$ cat config.mk
export PLATFORM = sky130hd
export DESIGN_NAME = spi_mem_bridge
export DESIGN_NICKNAME = d
export VERILOG_FILES = /design/src/rtl/spi_bridge_pkg.sv /design/src/rtl/spi_bridge_word_pack.sv /design/src/rtl/spi_mem_bridge.sv
export SDC_FILE = /design/constraint.sdc
export NUM_CORES = 1
export LEC_CHECK = 0
export CAP_MARGIN = 20
export CELL_PAD_IN_SITES_DETAIL_PLACEMENT = 0
export CELL_PAD_IN_SITES_GLOBAL_PLACEMENT = 1
export CORE_UTILIZATION = 37
export CTS_BUF_LIST = sky130_fd_sc_hd__clkbuf_4 sky130_fd_sc_hd__clkbuf_8 sky130_fd_sc_hd__clkbuf_16
export DETAILED_ROUTE_END_ITERATION = 10
export HOLD_SLACK_MARGIN = 0.15
export PLACE_DENSITY = 0.76
export SETUP_SLACK_MARGIN = 0.02
export SLEW_MARGIN = 20
export SYNTH_ARGS = -nofsm -noshare
export SYNTH_HDL_FRONTEND = slang
export SYNTH_SLANG_ARGS = --single-unit
$ cat constraint.sdc
create_clock -name clk -period 3.9 [get_ports clk]
set_input_delay 0.39 -clock clk [delete_from_list [all_inputs] [get_ports clk]]
set_output_delay 0.39 -clock clk [all_outputs]
set_load 0.005 [all_outputs]
$ cat src/rtl/spi_bridge_pkg.sv
// Shared definitions for the SPI-to-BRAM command bridge: opcodes, FSM state
// encodings and the byte-count helpers used to size the datapath.
package spi_bridge_pkg;

  // Command opcodes carried in byte 0 of a frame.
  localparam logic [7:0] OpWrite  = 8'h01;
  localparam logic [7:0] OpRead   = 8'h02;
  localparam logic [7:0] OpStatus = 8'h03;
  localparam logic [7:0] OpClrErr = 8'h04;

  // Encodings are visible on the state port and in the STATUS byte.
  typedef enum logic [3:0] {
    StIdle   = 4'd0,
    StOpc    = 4'd1,
    StAddr   = 4'd2,
    StLen    = 4'd3,
    StWdata  = 4'd4,
    StRfetch = 4'd5,
    StRdata  = 4'd6,
    StStat   = 4'd7,
    StDrain  = 4'd8,
    StWcsum  = 4'd9,
    StRcsum  = 4'd10
  } state_e;

  // Bytes per memory word.
  function automatic int unsigned bytes_of(input int unsigned data_w);
    return data_w / 8;
  endfunction

  // Address bytes in a header, ceil(addr_w / 8).
  function automatic int unsigned addr_bytes(input int unsigned addr_w);
    return (addr_w + 7) / 8;
  endfunction

endpackage

$ cat src/rtl/spi_bridge_word_pack.sv
// Byte/word converter for the SPI bridge. One shift register and one byte
// counter serve both directions: bytes pushed in MSB first assemble a word,
// and a loaded word is popped out MSB first. Never pushed and popped at once.
module spi_bridge_word_pack
  import spi_bridge_pkg::*;
#(
  parameter int unsigned DATA_W = 32
) (
  input  logic              i_clk,
  input  logic              i_rst,
  input  logic              i_clr,
  input  logic              i_push,
  input  logic [7:0]        i_byte,
  input  logic              i_load,
  input  logic [DATA_W-1:0] i_word,
  input  logic              i_pop,
  output logic [DATA_W-1:0] o_word,
  output logic              o_word_last,
  output logic [7:0]        o_byte,
  output logic              o_byte_last
);

  localparam int unsigned BYTES = bytes_of(DATA_W);

  logic [DATA_W-1:0] r_shift;
  logic [3:0]        r_cnt;
  logic              w_cnt_last;

  assign w_cnt_last  = (r_cnt == 4'(BYTES - 1));
  // Word including the byte being pushed this cycle, so a completed word
  // can be registered straight into the write port.
  assign o_word      = DATA_W'({r_shift, i_byte});
  assign o_word_last = w_cnt_last;
  assign o_byte      = r_shift[DATA_W-1 -: 8];
  assign o_byte_last = w_cnt_last;

  // Shift register and byte counter; clear discards any partial word.
  always_ff @(posedge i_clk or posedge i_rst) begin
    if (i_rst) begin
      r_shift <= '0;
      r_cnt   <= '0;
    end else if (i_clr) begin
      r_shift <= '0;
      r_cnt   <= '0;
    end else if (i_load) begin
      r_shift <= i_word;
      r_cnt   <= '0;
    end else if (i_push) begin
      r_shift <= o_word;
      r_cnt   <= w_cnt_last ? 4'd0 : r_cnt + 4'd1;
    end else if (i_pop) begin
      r_shift <= r_shift << 8;
      r_cnt   <= w_cnt_last ? 4'd0 : r_cnt + 4'd1;
    end
  end

endmodule

$ cat src/rtl/spi_mem_bridge.sv
// Byte-stream command engine between an SPI slave and dual-port BRAMs.
// Decodes opcode/address/length headers, runs burst writes and reads with
// address auto-increment, and reports a sticky error flag.
// Optional build macro SPI_BRIDGE_CSUM_EN adds an XOR checksum byte to the
// end of WRITE (checked) and READ (generated) bursts.
module spi_mem_bridge
  import spi_bridge_pkg::*;
#(
  parameter int unsigned DATA_W = 32,
  parameter int unsigned ADDR_W = 10,
  parameter int unsigned RD_LAT = 1
) (
  input  logic              clk,
  input  logic              rst,
  input  logic              cs_n,
  input  logic [7:0]        rx_data,
  input  logic              rx_valid,
  output logic [7:0]        tx_data,
  output logic              tx_valid,
  input  logic              tx_ready,
  output logic              mem_we,
  output logic [ADDR_W-1:0] mem_waddr,
  output logic [DATA_W-1:0] mem_wdata,
  output logic              mem_re,
  output logic [ADDR_W-1:0] mem_raddr,
  input  logic [DATA_W-1:0] mem_rdata,
  output logic              busy,
  output logic              err,
  output logic [3:0]        state
);

  localparam int unsigned AB = addr_bytes(ADDR_W);

`ifdef SPI_BRIDGE_CSUM_EN
  localparam state_e StWrDone = StWcsum;
  localparam state_e StRdDone = StRcsum;
`else
  localparam state_e StWrDone = StDrain;
  localparam state_e StRdDone = StDrain;
`endif

  state_e            r_state, w_state_d;
  logic [7:0]        r_opc, r_stat, r_len;
  logic [1:0]        r_abcnt, r_wait;
  logic [ADDR_W-1:0] r_addr;
  logic              r_err;
  logic              r_mem_we, r_mem_re;
  logic [ADDR_W-1:0] r_mem_waddr, r_mem_raddr;
  logic [DATA_W-1:0] r_mem_wdata;

  logic              w_opc_cap, w_addr_shift, w_len_cap;
  logic              w_push, w_pop, w_load, w_word_done, w_re_set;
  logic              w_err_set, w_err_clr, w_pack_clr;
  logic [DATA_W-1:0] w_pk_word;
  logic              w_pk_word_last, w_ser_last;
  logic [7:0]        w_ser_byte;

`ifdef SPI_BRIDGE_CSUM_EN
  logic [7:0]        r_csum;
`endif

  // A dropped chip select or an idle FSM discards any partial word.
  assign w_pack_clr = cs_n || (r_state == StIdle);

  spi_bridge_word_pack #(
    .DATA_W (DATA_W)
  ) u_word_pack (
    .i_clk       (clk),
    .i_rst       (rst),
    .i_clr       (w_pack_clr),
    .i_push      (w_push),
    .i_byte      (rx_data),
    .i_load      (w_load),
    .i_word      (mem_rdata),
    .i_pop       (w_pop),
    .o_word      (w_pk_word),
    .o_word_last (w_pk_word_last),
    .o_byte      (w_ser_byte),
    .o_byte_last (w_ser_last)
  );

  // Next-state and datapath strobes; cs_n high overrides everything.
  always_comb begin
    w_state_d    = r_state;
    w_opc_cap    = 1'b0;
    w_addr_shift = 1'b0;
    w_len_cap    = 1'b0;
    w_push       = 1'b0;
    w_pop        = 1'b0;
    w_load       = 1'b0;
    w_word_done  = 1'b0;
    w_re_set     = 1'b0;
    w_err_set    = 1'b0;
    w_err_clr    = 1'b0;
    if (cs_n) begin
      w_state_d = StIdle;
    end else begin
      case (r_state)
        StIdle: begin
          if (rx_valid) begin
            w_opc_cap = 1'b1;
            w_state_d = StOpc;
          end
        end
        StOpc: begin
          case (r_opc)
            OpWrite, OpRead: w_state_d = StAddr;
            OpStatus:        w_state_d = StStat;
            OpClrErr: begin
              w_err_clr = 1'b1;
              w_state_d = StDrain;
            end
            default: begin
              w_err_set = 1'b1;
              w_state_d = StDrain;
            end
          endcase
        end
        StAddr: begin
          if (rx_valid) begin
            w_addr_shift = 1'b1;
            if (r_abcnt == 2'(AB - 1)) w_state_d = StLen;
          end
        end
        StLen: begin
          if (rx_valid) begin
            w_len_cap = 1'b1;
            if (r_opc == OpRead) begin
              w_re_set  = 1'b1;
              w_state_d = StRfetch;
            end else begin
              w_state_d = StWdata;
            end
          end
        end
        StWdata: begin
          if (rx_valid) begin
            w_push = 1'b1;
            if (w_pk_word_last) begin
              w_word_done = 1'b1;
              if (r_len == 8'd0) w_state_d = StWrDone;
            end
          end
        end
        StRfetch: begin
          if (r_wait == 2'(RD_LAT)) begin
            w_load    = 1'b1;
            w_state_d = StRdata;
          end
        end
        StRdata: begin
          if (tx_ready) begin
            w_pop = 1'b1;
            if (w_ser_last) begin
              w_word_done = 1'b1;
              if (r_len == 8'd0) begin
                w_state_d = StRdDone;
              end else begin
                w_re_set  = 1'b1;
                w_state_d = StRfetch;
              end
            end
          end
        end
        StStat: begin
          if (tx_ready) w_state_d = StDrain;
        end
`ifdef SPI_BRIDGE_CSUM_EN
        StWcsum: begin
          if (rx_valid) begin
            if (rx_data != r_csum) w_err_set = 1'b1;
            w_state_d = StDrain;
          end
        end
        StRcsum: begin
          if (tx_ready) w_state_d = StDrain;
        end
`endif
        StDrain: w_state_d = StDrain;
        default: w_state_d = StIdle;
      endcase
    end
  end

  // State register.
  always_ff @(posedge clk or posedge rst) begin
    if (rst) begin
      r_state <= StIdle;
    end else begin
      r_state <= w_state_d;
    end
  end

  // Header capture, address/length counters, memory strobes and error flag.
  always_ff @(posedge clk or posedge rst) begin
    if (rst) begin
      r_opc       <= '0;
      r_stat      <= '0;
      r_len       <= '0;
      r_abcnt     <= '0;
      r_wait      <= '0;
      r_addr      <= '0;
      r_err       <= 1'b0;
      r_mem_we    <= 1'b0;
      r_mem_waddr <= '0;
      r_mem_wdata <= '0;
      r_mem_re    <= 1'b0;
      r_mem_raddr <= '0;
    end else begin
      if (w_opc_cap) begin
        r_opc   <= rx_data;
        // STATUS reports the flags as they stood when the opcode arrived.
        r_stat  <= {r_err, 3'b000, r_state};
        r_abcnt <= '0;
      end
      // Upper unused address bits fall off the top of the shift.
      if (w_addr_shift) begin
        r_addr  <= ADDR_W'({r_addr, rx_data});
        r_abcnt <= r_abcnt + 2'd1;
      end
      if (w_word_done) r_addr <= r_addr + ADDR_W'(1);
      if (w_len_cap) begin
        r_len <= rx_data;
      end else if (w_word_done && (r_len != 8'd0)) begin
        r_len <= r_len - 8'd1;
      end
      r_mem_we <= w_push && w_pk_word_last;
      if (w_push && w_pk_word_last) begin
        r_mem_waddr <= r_addr;
        r_mem_wdata <= w_pk_word;
      end
      r_mem_re <= w_re_set;
      if (w_re_set) begin
        r_mem_raddr <= w_word_done ? r_addr + ADDR_W'(1) : r_addr;
        r_wait      <= '0;
      end else if (r_state == StRfetch) begin
        r_wait <= r_wait + 2'd1;
      end
      if (w_err_set) begin
        r_err <= 1'b1;
      end else if (w_err_clr) begin
        r_err <= 1'b0;
      end
    end
  end

`ifdef SPI_BRIDGE_CSUM_EN
  // Running XOR of data bytes received (WRITE) or shifted out (READ).
  always_ff @(posedge clk or posedge rst) begin
    if (rst) begin
      r_csum <= '0;
    end else if (w_opc_cap) begin
      r_csum <= '0;
    end else if (w_push) begin
      r_csum <= r_csum ^ rx_data;
    end else if (w_pop) begin
      r_csum <= r_csum ^ w_ser_byte;
    end
  end
`endif

  // Transmit byte source; tx_data is held at zero when nothing is offered.
  always_comb begin
    tx_valid = 1'b0;
    tx_data  = 8'h00;
    case (r_state)
      StRdata: begin
        tx_valid = 1'b1;
        tx_data  = w_ser_byte;
      end
      StStat: begin
        tx_valid = 1'b1;
        tx_data  = r_stat;
      end
`ifdef SPI_BRIDGE_CSUM_EN
      StRcsum: begin
        tx_valid = 1'b1;
        tx_data  = r_csum;
      end
`endif
      default: begin
        tx_valid = 1'b0;
        tx_data  = 8'h00;
      end
    endcase
  end

  assign mem_we    = r_mem_we;
  assign mem_waddr = r_mem_waddr;
  assign mem_wdata = r_mem_wdata;
  assign mem_re    = r_mem_re;
  assign mem_raddr = r_mem_raddr;
  assign busy      = (r_state != StIdle);
  assign err       = r_err;
  assign state     = r_state;

endmodule

---- Yosys cells after proc, flatten, opt, wreduce, memory -nomap -nowiden ----
Cells that the tools add are included.
storage, ports and cells
  register bits ........................... 130
  latch bits .............................. 0
  bits in writable memories ............... 0
  bits in read-only memories .............. 0
  bits of input ports ..................... 45
  output and inout port bits .............. 69
  word-level logic and storage cells ...... 134
  memories ................................ 0
cells by class
  $add $sub $neg .......................... 5
  $mul .................................... 0
  divide/modulo/power cells ............... 0
  $lt $le $gt $ge ......................... 0
  eq/ne operators ......................... 26
  shifts and indexed selects .............. 0
  muxes and demuxes ....................... 71
  bitwise logic cells ..................... 0
  reductions and logical operators ........ 17
operators by type and width
  kind                                                                   count
  32-bit 2-to-1 mux                                                      4
  4-bit 2-to-1 mux                                                       18
  4-bit case mux with 9 select lines                                     1
  1-bit 2-to-1 mux                                                       35
  10-bit 2-to-1 mux                                                      3
  3-bit != test, second input constant                                   9
  4-bit by 3-bit equality test with 1-bit output, second input constant  4
  8-bit by 2-bit equality test with 1-bit output, second input constant  2
  8-bit 2-to-1 mux                                                       2
  8-bit case mux with 2 select lines                                     1
  4-bit by 2-bit equality test with 1-bit output, second input constant  3
  11-bit AND reduction                                                   1
  10-bit by 1-bit adder with 10-bit output, second input constant        1
  2-bit nonzero test                                                     5
  8-bit by 1-bit equality test with 1-bit output, second input constant  1
  8-bit by 3-bit equality test with 1-bit output, second input constant  1
  8-bit zero test                                                        1
  2-bit 2-to-1 mux                                                       4
  4-bit case mux with 2 select lines                                     1
  4-bit nonzero test                                                     2
  8-bit nonzero test                                                     1
  8-bit by 1-bit subtractor with 8-bit output, second input constant     1
  3-bit by 2-bit != test with 1-bit output, second input constant        2
  2-bit by 1-bit adder with 2-bit output, second input constant          2
  other kinds (10)                                                       14

---- Depth between registers and ports, before layout ----
  depth after elaboration ................. 8
  depth in mapped cells ................... 8
  depth with buffers taken out ............ 7

---- Cells and area by module ----
From an unflattened synthesis, not the netlist that was laid out.
unflattened totals
  cell total of the unflattened synthesis .. 653
  area total of the unflattened synthesis .. 6465.0 µm²
by module, submodules not included
  module                times used  cells each  area each (µm²)  seq. area each (µm²)
  spi_mem_bridge        1           480         4645.7           2352.3
  spi_bridge_word_pack  1           173         1819.2           900.9

---- Worst setup path before layout ----
No wires, ideal clock.
  kind .................................... register to register
  start point ............................. register u_word_pack.r_cnt[0]
  end point ............................... register r_len[2]
  arrival time ............................ 2.050 ns
  data required time ...................... 3.773 ns
  setup slack ............................. 1.723 ns
  stages on the path, launching flop included .. 9
  period minus slack after synthesis ...... 2.177 ns
  path through ............................ dfrtp_1 > ha_1 > nor3b_1 > and3_1 > clkbuf_1 > buf_4 > nand2_1 > a211oi_1 > a21oi_1
on the way
  longest elaborated chain between the ends .. 7
  elaborated cells between the ends (all ways) .. 8
ends and longest elaborated chain
  element                                           RTL line                                      source
  from (decl)                                       spi_bridge_word_pack.sv:26                    logic [3:0] r_cnt;
  from (signal assigned)                            spi_bridge_word_pack.sv:50                    r_cnt <= w_cnt_last ? 4'd0 : r_cnt + 4'd1;
  from (signal assigned)                            spi_bridge_word_pack.sv:53                    r_cnt <= w_cnt_last ? 4'd0 : r_cnt + 4'd1;
  4-bit by 2-bit equality test with 1-bit output *  spi_bridge_word_pack.sv:29                    assign w_cnt_last = (r_cnt == 4'(BYTES - 1));
  1-bit 2-to-1 mux *                                spi_mem_bridge.sv:139, spi_mem_bridge.sv:154
  1-bit 2-to-1 mux (on tied branches)               spi_mem_bridge.sv:152, spi_mem_bridge.sv:137
  1-bit case mux with 2 select lines *              spi_mem_bridge.sv:98                          case (r_state)
  1-bit 2-to-1 mux *                                spi_mem_bridge.sv:95                          if (cs_n) begin
  1-bit logical AND *                               spi_mem_bridge.sv:224                         end else if (w_word_done && (r_len != 8'd0)) begin
  2-bit nonzero test (no source line) *             --
  to (signal assigned)                              spi_mem_bridge.sv:223                         r_len <= rx_data;
  to (signal assigned)                              spi_mem_bridge.sv:225                         r_len <= r_len - 8'd1;
  to (decl)                                         spi_mem_bridge.sv:43                          logic [7:0] r_opc, r_stat, r_len;
Every way passes the cells marked *; elsewhere a longest branch is shown, timed or not.
A chain may end at the register's enable or synchronous reset.

---- Worst setup path after layout ----
  start point ............................. register r_state[0], in the netlist state[0]
  end point ............................... register r_addr[7]
on the way
  longest elaborated chain between the ends .. 4
  elaborated cells between the ends (all ways) .. 9
ends and longest elaborated chain
  element                                                                                                           RTL line               source
  from (decl)                                                                                                       spi_mem_bridge.sv:42   state_e r_state, w_state_d;
  from (signal assigned)                                                                                            spi_mem_bridge.sv:188  r_state <= StIdle;
  from (signal assigned)                                                                                            spi_mem_bridge.sv:190  r_state <= w_state_d;
  4-bit by 3-bit equality test with 1-bit output or 4-bit by 2-bit equality test with 1-bit output (tied branches)  spi_mem_bridge.sv:98
  1-bit case mux with 2 select lines or 1-bit 2-to-1 mux (tied branches)                                            spi_mem_bridge.sv:98
  1-bit 2-to-1 mux                                                                                                  spi_mem_bridge.sv:95
  10-bit 2-to-1 mux or 2-bit nonzero test (tied branches)                                                           --
  to (signal assigned)                                                                                              spi_mem_bridge.sv:218  r_addr <= ADDR_W'({r_addr, rx_data});
  to (signal assigned)                                                                                              spi_mem_bridge.sv:221  if (w_word_done) r_addr <= r_addr + ADDR_W'(1);
  to (decl)                                                                                                         spi_mem_bridge.sv:45   logic [ADDR_W-1:0] r_addr;
Several ways; a longest one is shown, not always the timed one.

==> impl_metrics.toml <==
[critical_path]
endpoint_kind = "flop"
cp.depth = 6
worst-r2r-cell-count = 6
reg2reg_to = "r_addr[7]"
cp.arrival_ns = 3.07
crit_family = "simple AND/OR/NAND/NOR gates"
crit_fanout = 19
worst-path-buf-inv = 1
crit_required_ns = 4.20
start_kind = "flop"
regToRegStartpoint = "state[0]"
critical_path_class = "flop to flop"
crit_chain = "buf_4 > nor4b_1 > nand3_1 > nor3_1 > nor3_1 > a211oi_1"
regToRegSetupSlack_ns = 1.13
slowest_stage = "nor4b_1"
crit_top_cell = "nor3_1"
max_stage_delay_ns = 0.56

[clock_network]
htree_num_levels = 4
clk_pin_slew_ns = 0.06
cts_setup_buffers = 0
tritoncts = "built"
clk_path_buf_depth = 2
root_buffer = "clkbuf_16"
cts_hold_buffers = 0
cts_buffers = 17
cts_resized = 0
cts_sinks = 130
clk_latency_ns = 0.41

[detailed_routing]
drt_iter0_drc = 281
ant_nets = 0
vias = 4685
via_per_inst = 5.171
wl_um = 15640
dr.pass1.iters = 4
wire_per_inst_um = 17.26
drc = 0

[finish]
finish.utilization = 0.5016
antenna_cells = 0
final_cell_count_no_fill = 906
seqCellArea_mm2 = 0.003253
fin_area_mm2 = 0.008084
synthToLayoutAreaGrowth_pct = 30.29
fillCellCount = 1489
drive_gt1_frac = 0.1855
fin_nets = 727
final_cell_mix = "130 x dfrtp_1, 113 x clkdlybuf4s50_1, 68 x nand2_1, 50 x mux2_2, 46 x nor2_1"
multi_input_area_mm2 = 0.002743
final_common_cell = "dfrtp_1"

[grt]
antenna_found_initial = 0
grt_max_degree = 68
grt_first_pass_wirelength_um = 25990
grt_overflow = 0
grt_usage = 0.1905
grt_pass1_vias = 4859

[timing]
worst_slew_pin_slew_ns = 0.8703
fin_skew_ns = 0.009838
maxSlewViolCount = 0
holdWs_ns = 0.4690
fin_setup_tns_ns = 0
setup_violations = 0
finalCritPeriodShare = 0.7096
period_needed_ns = 2.767
final-hold-violation-count = 0
fmax_ghz = 0.3614
slew_headroom = 0.4198
rsz0062_at_grt = "false"

[logic_synthesis]
avgSynthCellArea_um2 = 10.98
synth-edff-count = 0
synth_flop_cell = "dfrtp_1"
syn_area_mm2 = 0.006205
synth_nets = 615
synth_cells = 565
synth.distinct_cells = 61
yosys_warnings = 0
synth_async_sr_flop_share = 1.000
seq_area_frac_synth = 0.5243
synth-seq-cells = 130

[floorplan]
die_y_um = 131.5
row_count = 46
die_w_um = 131.5
initial_utilization = 0.3850
die_area_mm2 = 0.01729
core_mm2 = 0.01612
io_pins = 114

[placed_design]
gp_congestion = 0.8181
hpwl_um = 10920
io_buffers = 113
dp.cells = 874
place_area_mm2 = 0.007540

[min_path]
min_to = "u_word_pack.r_shift[30]"
hold_start = "u_word_pack.r_shift[30]"
holdCritPathClass = "flop to flop"
hold-path-cell-count = 2

[power]
vdd_drop_max_v = 0.0003410
power_density_mw_per_mm2 = 487.9
leakage_nw = 3.433

[job]
cap_violations = 0

[status]
status = "finished clean"
-- final cells by class --
cell class / instances / share of cell area
Sequential cell: 130 / 0.4024
Multi-Input combinational cell: 391 / 0.3393
Timing Repair Buffer: 123 / 0.1508
Clock buffer: 24 / 0.06067
Tap cell: 216 / 0.03343
Inverter: 14 / 0.006810
Clock inverter: 8 / 0.006655
-- worst max-delay path by stage --
stage,startpoint,endpoint,slack [ns]
after floorplan,rst,err,0.04
after global placement,cs_n,r_addr[7],1.03
after detailed placement,cs_n,r_addr[7],0.97
after CTS,state[0],r_addr[7],1.16
after global routing,state[0],r_addr[7],0.81
final,state[0],r_addr[7],1.13
-- routing by layer --
layer  wire, um  share of wire  global-route usage
met3        613          0.039             0.04398
met2       7561           0.48              0.3072
met5          0              0                   0
met1       7286           0.47              0.2497
met4        181          0.012             0.06783
-- registers in the layout, summed over array words and instances (netlist names) --
| name | count |
|---|---|
| r_stat | 5 |
| mem_waddr | 10 |
| u_word_pack.r_shift | 32 |
| r_len | 8 |
| state | 4 |
| r_opc | 8 |
| err | 1 |
| u_word_pack.r_cnt | 4 |
| r_wait | 2 |
| mem_wdata | 32 |
| mem_we | 1 |
| r_addr | 10 |
| r_abcnt | 2 |
| mem_re | 1 |
| mem_raddr | 10 |
-- power breakdown --
| group | total, mW | switching, mW | internal (mW) | leakage [nW] |
|---|---|---|---|---|
| combinational | 0.777 | 0.424 | 0.354 | 1.39 |
| sequential | 1.71 | 0.211 | 1.50 | 1.76 |
| clock | 1.46 | 0.577 | 0.881 | 0.276 |
-- worst register-to-register path: cells and delay by family (launching register included) --
kind,cells,cell delay [ns]
AO/OA/AOI/OAI,1,0.25
buffers and inverters,1,0.27
flip-flops,1,0.52
AND/OR/NAND/NOR,4,1.64
-- stage by stage --
stage / setup slack [ns] / power, mW
2_1_floorplan: 0.04066 / 2.231
3_3_place_gp: 1.027 / 2.483
3_5_place_dp: 0.9720 / 2.506
4_1_cts: 1.160 / 3.972
5_1_grt: 0.8069 / 4.152
6_report: 1.133 / 3.944
-- kinds of logic (layout without fill, tap and decap cells) --
family | Yosys count | after routing | share of synthesized area
buffers and inverters | 44 | 169 | 0.03509
xor gates and xnor gates | 17 | 17 | 0.02400
adders and majority gates | 5 | 5 | 0.01008
and+or+nand+nor | 185 | 185 | 0.1482
AOI/OAI and AO/OA | 102 | 102 | 0.1160
muxes | 82 | 82 | 0.1424
DFF | 130 | 130 | 0.5243
-- synth_stat cells (2+ instances only) --
| master | n | area share |
|---|---|---|
| o31ai_1 | 2 | 0.0024 |
| nor4_1 | 2 | 0.0020 |
| xor2_1 | 2 | 0.0028 |
| inv_1 | 13 | 0.0079 |
| a22oi_1 | 8 | 0.0097 |
| o21ai_2 | 20 | 0.028 |
| nor3_1 | 10 | 0.0081 |
| and4_1 | 2 | 0.0028 |
| a221o_1 | 2 | 0.0032 |
| a21oi_1 | 23 | 0.019 |
| buf_4 | 2 | 0.0024 |
| dfrtp_1 | 130 | 0.52 |
| nand2b_1 | 7 | 0.0071 |
| a31oi_1 | 2 | 0.0020 |
| buf_6 | 4 | 0.0073 |
| mux2i_1 | 32 | 0.052 |
| nor2_1 | 46 | 0.028 |
| or3_1 | 4 | 0.0040 |
| nand4b_1 | 2 | 0.0028 |
| nand3_1 | 11 | 0.0089 |
| nand4_1 | 3 | 0.0030 |
| nor3_2 | 2 | 0.0032 |
| xnor2_1 | 15 | 0.021 |
| nor4b_1 | 3 | 0.0042 |
| a211oi_1 | 9 | 0.011 |
| a211o_1 | 2 | 0.0028 |
| ha_1 | 5 | 0.010 |
| and3_1 | 2 | 0.0020 |
| or4_1 | 3 | 0.0036 |
| o21ai_0 | 22 | 0.018 |
| mux2_2 | 50 | 0.091 |
| buf_2 | 12 | 0.0097 |
| and2_1 | 8 | 0.0081 |
| clkbuf_1 | 11 | 0.0067 |
| nand2_1 | 68 | 0.041 |
Note: power is estimated with default switching activity, not from simulation.
